**config.mk**
```make
export PLATFORM = sky130hd
export DESIGN_NAME = n_word_fifo
export DESIGN_NICKNAME = d
export VERILOG_FILES = /design/src/rtl/stc_fifo_pkg.sv /design/src/rtl/fifo_mem.sv /design/src/rtl/n_word_fifo.sv
export SDC_FILE = /design/constraint.sdc
export NUM_CORES = 1
export LEC_CHECK = 0
export CAP_MARGIN = 40
export CORE_ASPECT_RATIO = 0.9
export CORE_UTILIZATION = 45
export CTS_BUF_LIST = sky130_fd_sc_hd__clkbuf_8 sky130_fd_sc_hd__clkbuf_16
export DETAILED_ROUTE_END_ITERATION = 16
export PLACE_DENSITY = 0.65
export SYNTH_ARGS = -nofsm -noshare
export SYNTH_HDL_FRONTEND = slang
export SYNTH_SLANG_ARGS = --single-unit
```
**constraint.sdc**
```tcl
create_clock -name Clk -period 6.6 [get_ports Clk]
set_input_delay 1.32 -clock Clk [delete_from_list [all_inputs] [get_ports Clk]]
set_output_delay 1.32 -clock Clk [all_outputs]
set_load 0.02 [all_outputs]
```
**src/rtl/stc_fifo_pkg.sv**
```systemverilog
// Shared constants and helpers for the n_word_fifo slice: occupancy-counter
// width and the default post-reset read-data value.
package stc_fifo_pkg;

  localparam logic [31:0] RST_VAL_DFLT = 32'hDEADC0DE;

  // Count must represent 0..depth inclusive, hence one bit beyond the pointer.
  function automatic int unsigned cnt_w(input int unsigned depth);
    return $clog2(depth) + 1;
  endfunction

endpackage

```
**src/rtl/fifo_mem.sv**
```systemverilog
// DEPTH x DW register-array storage: one synchronous write port and one
// asynchronous read port. The array is intentionally not reset.
module fifo_mem #(
  parameter int unsigned DW    = 32,
  parameter int unsigned DEPTH = 4,
  parameter int unsigned AW    = $clog2(DEPTH)
) (
  input  logic          i_clk,
  input  logic          i_we,
  input  logic [AW-1:0] i_waddr,
  input  logic [DW-1:0] i_wdata,
  input  logic [AW-1:0] i_raddr,
  output logic [DW-1:0] o_rdata
);

  logic [DW-1:0] r_mem [DEPTH];

  always_ff @(posedge i_clk) begin
    if (i_we) r_mem[i_waddr] <= i_wdata;
  end

  assign o_rdata = r_mem[i_raddr];

endmodule

```
**src/rtl/n_word_fifo.sv**
```systemverilog
// First-word-fall-through FIFO with a registered head word and count-decoded flags.
// Define N_WORD_FIFO_STICKY_ERR_EN for sticky Ovf/Unf flags cleared by ErrClr.
module n_word_fifo
  import stc_fifo_pkg::*;
#(
  parameter int unsigned   DW      = 32,
  parameter int unsigned   DEPTH   = 4,
  parameter int unsigned   AF_LVL  = DEPTH - 1,
  parameter logic [DW-1:0] RST_VAL = DW'(RST_VAL_DFLT)
) (
  input  logic                       Clk,
  input  logic                       Rst,
`ifdef N_WORD_FIFO_STICKY_ERR_EN
  input  logic                       ErrClr,
`endif
  input  logic [DW-1:0]              WriteData,
  input  logic                       Wr,
  input  logic                       Rd,
  output logic [DW-1:0]              ReadData,
  output logic                       Ety,
  output logic                       Full,
  output logic                       AlmostFull,
  output logic [cnt_w(DEPTH)-1:0]    Count,
  output logic                       Ovf,
  output logic                       Unf
);

  localparam int unsigned AW = $clog2(DEPTH);
  localparam int unsigned CW = cnt_w(DEPTH);

  logic [AW-1:0] r_wr_ptr, r_rd_ptr, w_rd_ptr_nxt;
  logic [CW-1:0] r_count, w_count_nxt;
  logic [DW-1:0] r_rdata, w_mem_rd, w_head_nxt;
  logic          w_push, w_pop, w_ovf_evt, w_unf_evt;

  assign w_push    = Wr & (~Full | Rd);
  assign w_pop     = Rd & ~Ety;
  assign w_ovf_evt = Full & Wr & ~Rd;
  assign w_unf_evt = Ety & Rd;

  fifo_mem #(
    .DW    (DW),
    .DEPTH (DEPTH),
    .AW    (AW)
  ) u_mem (
    .i_clk   (Clk),
    .i_we    (w_push & ~Rst),
    .i_waddr (r_wr_ptr),
    .i_wdata (WriteData),
    .i_raddr (w_rd_ptr_nxt),
    .o_rdata (w_mem_rd)
  );

  // Head register is loaded with the word that will be oldest after this edge;
  // if that slot is being written right now, bypass the incoming data.
  always_comb begin
    w_rd_ptr_nxt = r_rd_ptr;
    if (w_pop) w_rd_ptr_nxt = r_rd_ptr + AW'(1);
    w_count_nxt = r_count;
    case ({w_push, w_pop})
      2'b10:   w_count_nxt = r_count + CW'(1);
      2'b01:   w_count_nxt = r_count - CW'(1);
      default: w_count_nxt = r_count;
    endcase
    w_head_nxt = w_mem_rd;
    if (w_push && (r_wr_ptr == w_rd_ptr_nxt)) w_head_nxt = WriteData;
  end

  always_ff @(posedge Clk) begin
    if (Rst) begin
      r_wr_ptr <= '0;
      r_rd_ptr <= '0;
      r_count  <= '0;
      r_rdata  <= RST_VAL;
    end else begin
      if (w_push) r_wr_ptr <= r_wr_ptr + AW'(1);
      r_rd_ptr <= w_rd_ptr_nxt;
      r_count  <= w_count_nxt;
      if (w_count_nxt != '0) r_rdata <= w_head_nxt;
    end
  end

  assign ReadData   = r_rdata;
  assign Count      = r_count;
  assign Ety        = (r_count == '0);
  assign Full       = (r_count == CW'(DEPTH));
  assign AlmostFull = (r_count >= CW'(AF_LVL));

`ifdef N_WORD_FIFO_STICKY_ERR_EN
  logic r_ovf, r_unf;

  // A new event outranks a concurrent clear.
  always_ff @(posedge Clk) begin
    if (Rst) begin
      r_ovf <= 1'b0;
      r_unf <= 1'b0;
    end else begin
      r_ovf <= w_ovf_evt | (r_ovf & ~ErrClr);
      r_unf <= w_unf_evt | (r_unf & ~ErrClr);
    end
  end

  assign Ovf = r_ovf;
  assign Unf = r_unf;
`else
  assign Ovf = w_ovf_evt;
  assign Unf = w_unf_evt;
`endif

endmodule
```
==> run_results.csv <==
group,metric,value,unit
global_route,grt_usage,21.1,%
worst_hold_path,worstHoldStart,"ReadData[9]",
sta,fin_crit_sh,72.7,%
drt,drt_iter0_markers,428,
finish,final_cells,837,
critical_path,cp_max_fo,43,
logic_synthesis,synthCells,551,
clock_tree,holdBufCountCts,0,
floorplan,die_w,139,um
finish,area_delta_synth_final,20.7,%
clock_tree,cts_buffer_depth,2,
global_route,grt_start_max_net_pins,54,
drt,wl_per_cell,21.1,um
floorplan,initial_core_util,46.5,%
clock_tree,numCtsBuffers,17,
job,drv_cap,0,
logic_synthesis,yosys_warnings,0,
drt,dr.pass1.iters,11,
power_and_ir_drop,leakage,3.08,nW
drt,vias,5106,
run_status,status,"finished, violations left",
floorplan,rows,44,
logic_synthesis,ys_types,48,
sta,fmax,208,MHz
sta,worst_pin_slew,874,ps
worst_hold_path,hold-path-endpoint,"ReadData[9]",
sta,final.setup.tns,0,ps
logic_synthesis,synthArstFlopShare,0,%
drt,viasPerCell,6.10,
finish,n_fill_cell,1282,
logic_synthesis,syn_nets,593,
worst_hold_path,min_path_cells,2,
floorplan,ios,76,
logic_synthesis,synth_edf_count,128,
critical_path,timing.rr.start,"Count[0]",
critical_path,worstSetupEndpointType,"flip-flop",
finish,layout-drive-gt1-share,14.1,%
power_and_ir_drop,peakVddDrop,0.328,mV
critical_path,crit_type,"input pin to flip-flop",
global_route,grt_pass1_vias,5194,
logic_synthesis,synth_seq_cells,167,
finish,regArea,4630,sq um
clock_tree,cts.sink_count,167,
logic_synthesis,synth_ff_type,"edfxtp_1",
drt,drc,4,
finish,multi_input_area,2690,sq um
placement,place.gp.congestion,0.722,
finish,diodes,0,
sta,setup_viol,0,
global_route,antenna_found_initial,0,
sta,grt_setup_unrepaired,"false",
critical_path,r2r.worst_path.cells,13,
placement,dpl.hpwl,10500,um
placement,place_inst,805,
clock_tree,cts-root-buf,"clkbuf_16",
critical_path,critPathLaunch,"Rd",
run_status,violations,"design-rule violations",
critical_path,cp_data_required_time,6890,ps
sta,finalHoldViolCount,0,
sta,slew_violations,0,
drt,ant_nets,0,
drt,wl,17600,um
floorplan,core-area,16300,sq um
sta,fin_skew,10.6,ps
clock_tree,cts-resized-gates,0,
floorplan,chipHeight,125,um
global_route,overflow,0,
logic_synthesis,synth_area,7580,sq um
critical_path,cp-start-kind,"input pin",
clock_tree,clk_pin_slew,60,ps
placement,place.port_buffers,75,
clock_tree,cts_tree,"built",
clock_tree,clk-insertion-delay-late,420,ps
logic_synthesis,ys_seq_area_share,61.0,%
logic_synthesis,syn_avg_cell_area,13.8,sq um
critical_path,crit_arrival,5090,ps
global_route,grt_pass1_wl,28100,um
clock_tree,cts_max_level,4,
worst_hold_path,holdCritPathClass,"flip-flop to flip-flop",
sta,max_slew_margin,41.7,%
critical_path,r2r-end,"ReadData[2]",
floorplan,dieArea,17400,sq um
clock_tree,cts_setup_buffers,0,
critical_path,r2r_slack,2590,ps
power_and_ir_drop,p_per_area,413,nW/um^2
finish,nNetsFinal,659,
sta,post-route-min-period,4800,ps
[synth_stat cells, drive strengths merged, types with 2 or more instances]
library cell  number  area, sq um
nor2              11         43.8
and2               7         43.8
o32ai             19          166
o21ai             35          186
mux2i             34          340
clkbuf            17         63.8
ha                 5         62.6
edfxtp           128         3840
mux2              12          135
nand3             78          390
a32oi             19          166
nand2             17         63.8
a21oi             21          105
nor3               5         36.3
dfxtp             39          781
buf               28          184
mux4              24          567
xnor2              3         33.8
inv                8         30.0
a211oi            19          143
nand2b             2         12.5
o31ai              2         20.0
xor2               3         26.3
nor2b              3         18.8
[worst max-delay path, stage by stage]
cell and delay, ps:
clkdlybuf4s50_1 500, o31ai_4 110, clkinv_2 610, ha_1 490
inv_1 80, fa_1 390, nor2b_1 150, a22o_1 230
nand3_1 90, nand2b_1 60, buf_4 250, nor2b_1 420
buf_4 280, a21oi_1 90
[metal layers]
| layer | GRT usage (%) | share of wire, % | vias to the layer above |
|---|---|---|---|
| met5 | 0 | 0 | - |
| met4 | 7.06 | 1.6 | 0 |
| met3 | 4.14 | 5.0 | 27 |
| met2 | 34.9 | 49 | 183 |
| met1 | 28.0 | 44 | 2560 |
| li1 | - | - | 2336 |
[stage by stage]
step | worst slack (ps) | total power, mW | util [%] | hold slack (ps) | cell area [sq um]
detailed placement | 1310 | 2.80 | 52.4 | 445 | 8530
global route | 1440 | 3.97 | 56.2 | 479 | 9150
finish | 1800 | 3.78 | 56.2 | 451 | 9150
CTS | 1770 | 3.81 | 56.2 | 454 | 9150
floorplan | 2450 | 2.31 | - | 512 | 7580
global placement | 1400 | 2.71 | 51.8 | 438 | 8440
[layout make-up]
class / instances / share of cell area, %
Sequential cell: 167 / 50.5
Multi-Input combinational cell: 331 / 29.4
Timing Repair Buffer: 92 / 10.1
Clock buffer: 18 / 4.92
Tap cell: 207 / 2.83
Clock inverter: 14 / 1.82
Inverter: 8 / 0.342
[how the worst max path moves through the flow]
stage	to	slack, ps	depth (start not counted)
after floorplan	ReadData[16]	2450	16
after global placement	ReadData[2]	1400	14
after detailed placement	ReadData[16]	1310	14
after CTS	ReadData[18]	1770	14
after global routing	ReadData[2]	1440	14
final	ReadData[2]	1800	14
[placed cells by master (no fill, tap or decap), drive strengths merged, types with 6 or more instances in the layout]
master	synthesis	routed
nand2	17	17
mux2i	34	34
clkbuf	17	18
nand3	78	78
a211oi	19	19
and2	7	7
o32ai	19	19
o21ai	35	35
a21oi	21	21
edfxtp	128	128
inv	8	13
dfxtp	39	39
clkdlybuf4s50	0	75
clkinv	0	6
buf	28	17
mux2	12	12
nor2	11	11
a32oi	19	19
mux4	24	24
[report_power, final]
part	total [mW]	internal, mW	leakage (nW)	switching (mW)
clock network	1.01	0.592	0.303	0.418
registers	1.36	1.26	1.49	0.104
logic	1.40	0.608	1.29	0.797
[flip-flops by register name (all words and copies together) (netlist names)]
signal / count
Count: 3
ReadData: 32
r_rd_ptr: 2
r_wr_ptr: 2
u_mem.r_mem: 128
[logic make-up (layout without fill, tap and decap cells)]
| family | count (synthesis) | after routing | synth area share [%] |
|---|---|---|---|
| xor gates and xnor gates | 6 | 6 | 0.793 |
| muxes | 70 | 70 | 13.8 |
| buffers and inverters | 53 | 132 | 3.66 |
| DFF | 167 | 167 | 61.0 |
| AOI/OAI and AO/OA | 120 | 120 | 11.1 |
| adders and majority gates | 6 | 6 | 1.09 |
| and+or+nand+nor | 129 | 129 | 8.63 |
No activity file was read; power rests on OpenSTA's default activity.
